<file path="src/rtl/conv1d_seq_if.sv">
// rtl/conv1d_seq_if.sv - job, result and conv1d command-port bundle for conv1d_seq
interface conv1d_seq_if #(
    parameter int DATA_W = 32,
    parameter int CNT_W  = 16
) ();
    // Job descriptor
    logic              job_valid;
    logic              job_ready;
    logic [DATA_W-1:0] job_start_x;
    logic [CNT_W-1:0]  job_count;
    logic [7:0]        job_ring_len;

    // Result stream
    logic              res_valid;
    logic              res_ready;
    logic [DATA_W-1:0] res_data;
    logic              res_last;

    // conv1d command port
    logic              dp_en;
    logic [6:0]        dp_cmd;
    logic [DATA_W-1:0] dp_inp0;
    logic [DATA_W-1:0] dp_inp1;
    logic [DATA_W-1:0] dp_ret;

    // Sequencer side
    modport master (
        input  job_valid, job_start_x, job_count, job_ring_len,
        output job_ready,
        output res_valid, res_data, res_last,
        input  res_ready,
        output dp_en, dp_cmd, dp_inp0, dp_inp1,
        input  dp_ret
    );

    // Environment side: job source, result sink and conv1d
    modport slave (
        output job_valid, job_start_x, job_count, job_ring_len,
        input  job_ready,
        input  res_valid, res_data, res_last,
        output res_ready,
        input  dp_en, dp_cmd, dp_inp0, dp_inp1,
        output dp_ret
    );
endinterface

</file>
<file path="src/rtl/conv1d_seq.sv">
// rtl/conv1d_seq.sv - conv1d run sequencer (optional poll timeout: CONV1D_SEQ_TIMEOUT_EN)
module conv1d_seq #(
    parameter int DATA_W = 32,
    parameter int CNT_W  = 16
`ifdef CONV1D_SEQ_TIMEOUT_EN
    ,
    parameter int POLL_LIMIT = 4096
`endif
) (
    input  logic          clk,
    input  logic          rst_n,
    conv1d_seq_if.master  bus,
    output logic          busy,
    output logic          err_timeout
);

    localparam logic [6:0] CMD_START  = 7'd6;
    localparam logic [6:0] CMD_RESULT = 7'd7;
    localparam logic [6:0] CMD_SET_X  = 7'd8;
    localparam logic [6:0] CMD_STATUS = 7'd9;

    typedef enum logic [2:0] {
        S_IDLE,
        S_SET_X,
        S_START,
        S_POLL,
        S_READ,
        S_CAPTURE,
        S_PUSH
    } state_t;

    state_t            state;
    logic [DATA_W-1:0] cur_x;
    logic [7:0]        ring_len;
    logic [CNT_W-1:0]  remaining;
    logic              poll_guard;
    logic [DATA_W-1:0] res_data_q;
    logic              res_last_q;

    logic [7:0]        job_ring_eff;
    logic [DATA_W-1:0] job_ring_ext;
    logic [DATA_W-1:0] ring_ext;
    logic [DATA_W-1:0] x_inc;

`ifdef CONV1D_SEQ_TIMEOUT_EN
    localparam int              POLL_W    = $clog2(POLL_LIMIT) + 1;
    localparam logic [POLL_W-1:0] POLL_LAST = POLL_W'(POLL_LIMIT - 1);

    logic [POLL_W-1:0] poll_cnt;
    logic              timeout_q;
`endif

    // Ring-length normalisation (0 means a single position) and the wrap candidate
    always_comb begin
        job_ring_eff = (bus.job_ring_len == 8'd0) ? 8'd1 : bus.job_ring_len;
        job_ring_ext = {{(DATA_W-8){1'b0}}, job_ring_eff};
        ring_ext     = {{(DATA_W-8){1'b0}}, ring_len};
        x_inc        = cur_x + DATA_W'(1);
    end

    // Sequencer FSM: one command per state, result held in PUSH until accepted
    always_ff @(posedge clk or negedge rst_n) begin
        if (!rst_n) begin
            state      <= S_IDLE;
            cur_x      <= '0;
            ring_len   <= 8'd1;
            remaining  <= '0;
            poll_guard <= 1'b0;
            res_data_q <= '0;
            res_last_q <= 1'b0;
`ifdef CONV1D_SEQ_TIMEOUT_EN
            poll_cnt   <= '0;
            timeout_q  <= 1'b0;
`endif
        end else begin
            case (state)
                S_IDLE: begin
                    if (bus.job_valid) begin
                        ring_len  <= job_ring_eff;
                        remaining <= bus.job_count;
                        cur_x     <= (bus.job_start_x < job_ring_ext) ? bus.job_start_x : '0;
`ifdef CONV1D_SEQ_TIMEOUT_EN
                        timeout_q <= 1'b0;
`endif
                        // An empty job parks in PUSH for one cycle with nothing to
                        // offer, so job_ready still drops without touching conv1d.
                        state <= (bus.job_count == '0) ? S_PUSH : S_SET_X;
                    end
                end
                S_SET_X: begin
                    state <= S_START;
                end
                S_START: begin
                    poll_guard <= 1'b1;
`ifdef CONV1D_SEQ_TIMEOUT_EN
                    poll_cnt   <= '0;
`endif
                    state <= S_POLL;
                end
                S_POLL: begin
                    // dp_ret in the first poll cycle still answers an older
                    // command and may carry a finished flag from the last run.
                    poll_guard <= 1'b0;
                    if (!poll_guard && bus.dp_ret[0]) begin
                        state <= S_READ;
                    end
`ifdef CONV1D_SEQ_TIMEOUT_EN
                    else if (poll_cnt == POLL_LAST) begin
                        timeout_q <= 1'b1;
                        state     <= S_IDLE;
                    end else begin
                        poll_cnt <= poll_cnt + POLL_W'(1);
                    end
`endif
                end
                S_READ: begin
                    state <= S_CAPTURE;
                end
                S_CAPTURE: begin
                    res_data_q <= bus.dp_ret;
                    res_last_q <= (remaining == CNT_W'(1));
                    state      <= S_PUSH;
                end
                S_PUSH: begin
                    if (remaining == '0) begin
                        state <= S_IDLE;
                    end else if (bus.res_ready) begin
                        remaining  <= remaining - CNT_W'(1);
                        cur_x      <= (x_inc == ring_ext) ? '0 : x_inc;
                        res_last_q <= 1'b0;
                        state      <= (remaining == CNT_W'(1)) ? S_IDLE : S_SET_X;
                    end
                end
                default: begin
                    state <= S_IDLE;
                end
            endcase
        end
    end

    // conv1d command decode from the registered state
    always_comb begin
        bus.dp_en   = 1'b0;
        bus.dp_cmd  = 7'd0;
        bus.dp_inp1 = '0;
        case (state)
            S_SET_X: begin
                bus.dp_en   = 1'b1;
                bus.dp_cmd  = CMD_SET_X;
                bus.dp_inp1 = cur_x;
            end
            S_START: begin
                bus.dp_en  = 1'b1;
                bus.dp_cmd = CMD_START;
            end
            S_POLL: begin
                bus.dp_en  = 1'b1;
                bus.dp_cmd = CMD_STATUS;
            end
            S_READ: begin
                bus.dp_en  = 1'b1;
                bus.dp_cmd = CMD_RESULT;
            end
            S_CAPTURE: begin
                bus.dp_en  = 1'b1;
                bus.dp_cmd = CMD_STATUS;
            end
            default: begin
            end
        endcase
    end

    assign bus.dp_inp0   = '0;
    assign bus.job_ready = (state == S_IDLE);
    assign bus.res_valid = (state == S_PUSH) && (remaining != '0);
    assign bus.res_data  = res_data_q;
    assign bus.res_last  = res_last_q;
    assign busy          = (state != S_IDLE);

`ifdef CONV1D_SEQ_TIMEOUT_EN
    assign err_timeout = timeout_q;
`else
    assign err_timeout = 1'b0;
`endif

endmodule

</file>
<file path="src/flat_wrapper.sv">
// flat-port wrapper written by rule: the top's interface ports become plain ports
module conv1d_seq_flat 
#(
    parameter int DATA_W = 32,
    parameter int CNT_W  = 16

)
  (clk, rst_n, busy, err_timeout, bus_job_valid, bus_job_start_x, bus_job_count, bus_job_ring_len, bus_job_ready, bus_res_valid, bus_res_data, bus_res_last, bus_res_ready, bus_dp_en, bus_dp_cmd, bus_dp_inp0, bus_dp_inp1, bus_dp_ret);
  conv1d_seq_if #(.DATA_W(DATA_W), .CNT_W(CNT_W)) bus_i ();
  input  logic clk;
  input  logic rst_n;
  output logic busy;
  output logic err_timeout;
  input wire logic [$bits(bus_i.job_valid)-1:0] bus_job_valid;
  input wire logic [$bits(bus_i.job_start_x)-1:0] bus_job_start_x;
  input wire logic [$bits(bus_i.job_count)-1:0] bus_job_count;
  input wire logic [$bits(bus_i.job_ring_len)-1:0] bus_job_ring_len;
  output wire logic [$bits(bus_i.job_ready)-1:0] bus_job_ready;
  output wire logic [$bits(bus_i.res_valid)-1:0] bus_res_valid;
  output wire logic [$bits(bus_i.res_data)-1:0] bus_res_data;
  output wire logic [$bits(bus_i.res_last)-1:0] bus_res_last;
  input wire logic [$bits(bus_i.res_ready)-1:0] bus_res_ready;
  output wire logic [$bits(bus_i.dp_en)-1:0] bus_dp_en;
  output wire logic [$bits(bus_i.dp_cmd)-1:0] bus_dp_cmd;
  output wire logic [$bits(bus_i.dp_inp0)-1:0] bus_dp_inp0;
  output wire logic [$bits(bus_i.dp_inp1)-1:0] bus_dp_inp1;
  input wire logic [$bits(bus_i.dp_ret)-1:0] bus_dp_ret;
  assign bus_i.job_valid = bus_job_valid;
  assign bus_i.job_start_x = bus_job_start_x;
  assign bus_i.job_count = bus_job_count;
  assign bus_i.job_ring_len = bus_job_ring_len;
  assign bus_job_ready = bus_i.job_ready;
  assign bus_res_valid = bus_i.res_valid;
  assign bus_res_data = bus_i.res_data;
  assign bus_res_last = bus_i.res_last;
  assign bus_i.res_ready = bus_res_ready;
  assign bus_dp_en = bus_i.dp_en;
  assign bus_dp_cmd = bus_i.dp_cmd;
  assign bus_dp_inp0 = bus_i.dp_inp0;
  assign bus_dp_inp1 = bus_i.dp_inp1;
  assign bus_i.dp_ret = bus_dp_ret;
  conv1d_seq #(.DATA_W(DATA_W), .CNT_W(CNT_W)) u_core (.clk(clk), .rst_n(rst_n), .bus(bus_i), .busy(busy), .err_timeout(err_timeout));
endmodule
</file>
<file path="config.mk">
export PLATFORM = sky130hd
export DESIGN_NAME = conv1d_seq_flat
export DESIGN_NICKNAME = d
export VERILOG_FILES = /design/src/rtl/conv1d_seq_if.sv /design/src/rtl/conv1d_seq.sv /design/src/flat_wrapper.sv
export SDC_FILE = /design/constraint.sdc
export NUM_CORES = 1
export LEC_CHECK = 0
export CAP_MARGIN = 10
export CORE_MARGIN = 2
export CORE_UTILIZATION = 35
export DETAILED_ROUTE_END_ITERATION = 10
export GPL_TIMING_DRIVEN = 0
export PLACE_DENSITY = 0.76
export SYNTH_ARGS = -nofsm -noshare
export SYNTH_HDL_FRONTEND = slang
export SYNTH_SLANG_ARGS = --single-unit
</file>
<file path="constraint.sdc">
create_clock -name clk -period 3.5 [get_ports clk]
set_input_delay 0.7 -clock clk [delete_from_list [all_inputs] [get_ports clk]]
set_output_delay 0.7 -clock clk [all_outputs]
set_load 0.02 [all_outputs]
</file>
==> impl_metrics.py, run 1 <==
metrics = {
    "finish": {
        "utilization_pct": 50.7,
        "drive_gt1_share_pct": 16.1,
        "area_growth_pct": 41.4,
        "diodes": 0,
        "layout.nets": 1039,
    },
    "die": {
        "rows": 48,
        "pin_count": 201,
        "core_area_um2": 17400,
        "die-area_um2": 18900,
        "start_util_pct": 35.9,
        "die_h_um": 137,
        "die_w_um": 137,
    },
    "pwr": {
        "totalPowerFinal_mw": 5.14,
        "sw_frac_of_total_pct": 40.3,
        "cellPowerDensity_nw_per_um2": 583,
        "internal_power_mw": 3.07,
        "p_leak_nw": 3.59,
        "power_frac_seq_pct": 33.4,
        "power.switching_mw": 2.07,
        "comb_power_share_pct": 48.1,
        "pwr-share-clk_pct": 18.5,
        "irDropWorstVdd_v": 0.000442,
    },
    "clock_tree": {
        "clk_latency_ns": 0.36,
        "cts_hold_buf": 0,
        "cts_sinks": 93,
        "cts_tree": "built",
        "numCtsBuffers": 9,
        "clockRootBuffer": "clkbuf_16",
        "cts_max_level": 3,
        "clk_path_buf_depth": 2,
        "clkTransAtPathRegs_ns": 0.07,
    },
    "synthesis": {
        "yosys.area.top_type_share_pct": 37.0,
        "synth_area_leaders": "dfrtp_1, mux2_2, o21ai_0, buf_4, and2_1",
        "syn_area_um2": 6230,
        "yosys_warnings": 0,
        "avgSynthCellArea_um2": 8.71,
        "synth-edff-count": 0,
        "async_flop_share_pct": 100,
        "synth.most_common_cell": "dfrtp_1",
        "ys_ff_latch": 93,
        "ys_types": 68,
        "syn_inst": 715,
        "synth_commonest_cells": "dfrtp_1, o21ai_0, nor2_1",
        "synth_area_leader_cell": "dfrtp_1",
        "synthFlopType": "dfrtp_1",
        "ys_seq_area_share_pct": 37.4,
    },
    "setup_path": {
        "cp-start-kind": "flip-flop",
        "timing.rr.end": "u_core.cur_x[4]",
        "r2r-start": "u_core.cur_x[12]",
        "critPathRequiredTime_ns": 3.74,
        "critPathKind": "reg2reg",
        "worst-path-max-fanout": 10,
        "cp_data_arrival_time_ns": 3.61,
        "timing.reg2reg.worst_path_depth": 11,
        "endpoint_kind": "flip-flop",
        "ff2ff_setup_slack_ns": 0.13,
    },
    "sta": {
        "rsz0062_at_grt": "no",
        "hold_viol_final": 0,
        "max_freq_ghz": 0.297,
        "timing.hold.ws_ns": 0.313,
        "clock-skew-final_ns": 0.0118,
        "tightestPinTransition_ns": 0.764,
        "slew_headroom_pct": 49.1,
        "post-route-period-util_pct": 96.2,
        "post-route-min-period_ns": 3.37,
        "finalSetupViolations": 0,
        "setup_tns_ns": 0,
        "drv_slew": 0,
    },
    "global_routing": {
        "grt_max_degree": 60,
        "antenna_found_initial": 0,
        "grt_pass1_vias": 5716,
        "grt_first_pass_wirelength_um": 30100,
        "gr-total-overflow": 0,
        "track_usage_pct": 20.6,
    },
    "run": {
        "drv_cap": 0,
    },
    "route": {
        "wire_per_inst_um": 16.7,
        "avgViaCountPerCell": 5.42,
        "drt_iter0_drc": 548,
        "drt_pass1_iterations": 5,
        "drc": 0,
        "routed_wl_um": 19500,
        "route.vias.total": 6326,
        "ant_nets": 0,
    },
    "run_status": {
        "status": "finished clean",
    },
    "placed_design": {
        "port_buffers": 164,
        "gp_congestion": 0.942,
        "dpl.hpwl_um": 14500,
    },
    "worst_hold_path": {
        "min_path_type": "in2async",
    },
}
critical path, cell delays in order (launching register included):
cell      delay [ns]
dfrtp_2         0.45
nand4_4         0.21
buf_4           0.20
or4_1           0.51
clkbuf_1        0.19
o21ai_1         0.18
nand2_1         0.08
or4_4           0.56
nor4_4          0.32
buf_6           0.19
o31ai_2         0.06
a221o_1         0.30
cell families (layout without fill, tap and decap cells):
| logic type | Yosys count | count (layout) | synth area share [%] |
|---|---|---|---|
| compound gates | 185 | 185 | 19.0 |
| xor+xnor | 13 | 13 | 1.83 |
| fa+ha+maj | 10 | 10 | 2.01 |
| buf+inv | 113 | 305 | 9.32 |
| flops | 93 | 93 | 37.4 |
| mux | 40 | 40 | 7.21 |
| other cells | 1 | 36 | 0.0602 |
| simple gates | 260 | 260 | 23.2 |
sequential cells by signal (all words and copies together), names as in the netlist:
name,count
u_core.bus.res_data,32
u_core.cur_x,32
u_core.remaining,16
u_core.ring_len,8
u_core.state,3
u_core.bus.res_last,1
u_core.poll_guard,1
through the flow:
stage | cells | setup WS, ns | instance area, µm²
CTS | 1159 | 0.00610 | 8680
global placement | 1139 | -2.00 | 8280
floorplan | 750 | 0.217 | 6360
detailed placement | 1140 | -0.263 | 8310
finish | 1167 | 0.134 | 8810
global route | 1167 | 0.00571 | 8810
cell usage in the layout, fill, tap and decap left out, drive strengths merged, types with 3 or more instances in the layout:
cell	count
xor2	5
o31a	3
buf	61
nand4	21
nand2	36
clkdlybuf4s50	162
o211ai	5
a21oi	33
a221o	4
o31ai	17
nor2	52
and2	43
nand2b	6
clkbuf	52
or3	5
a41oi	3
and3	11
inv	25
a211oi	4
a22o	3
and4	5
dfrtp	92
xnor2	8
conb	36
mux2	39
nand3	24
o21ai	65
or4	5
a32oi	3
a22oi	6
o32ai	3
a31oi	11
nor4	26
nor3	16
ha	10
o41ai	6
o21a	3
worst max-delay path by stage:
stage / from / endpoint / slack, ns / depth (start not counted)
after global placement: rst_n / u_core.remaining[2] / -2.00 / 1
after CTS: u_core.remaining[0] / bus_res_valid / 0.006 / 8
after global routing: u_core.remaining[0] / bus_res_valid / 0.006 / 8
after detailed placement: u_core.remaining[0] / u_core.cur_x[23] / -0.26 / 11
final: u_core.cur_x[12] / u_core.cur_x[4] / 0.13 / 11
after floorplan: u_core.cur_x[1] / u_core.cur_x[4] / 0.22 / 12
layout make-up:
cell class,instances,area [µm²]
well taps,225,282
repair buffers,178,1760
plain buffers,88,510
flip-flops and latches,93,2330
clock buffers,10,229
inverters,23,86.3
multi-input cells,544,3560
fillers,1606,8550
clock inverters,6,48.8
power groups by stage:
stage	combinational [mW]	sequential, mW	clock [mW]
floorplan	1.18	1.91	0
global placement	2.37	1.70	0
detailed placement	2.41	1.72	0
CTS	2.44	1.70	0.978
global route	2.66	1.76	1.02
finish	2.47	1.72	0.952
per-layer routing:
metal	track usage, %	wire (µm)
met5	0	0
met4	5.04	297
met3	6.59	1740
met2	32.9	9440
met1	27.1	8060
what timing repair did:
item / in CTS / in global routing
buffers inserted: 4 / 9
pin swaps: 3 / 5
endpoints found under the setup margin: 79 / 76
gates resized for setup: 15 / 29
(Power assumes the default switching activity.)
==> run 2: changes to the inputs <==
--- a/config.mk
+++ b/config.mk
@@ -14,3 +14,4 @@
 export SYNTH_ARGS = -nofsm -noshare
 export SYNTH_HDL_FRONTEND = slang
 export SYNTH_SLANG_ARGS = --single-unit
+export TNS_END_PERCENT = 100
==> results of run 2 <==
No change in the layout: final DEF, timing and power equal those of run 1.
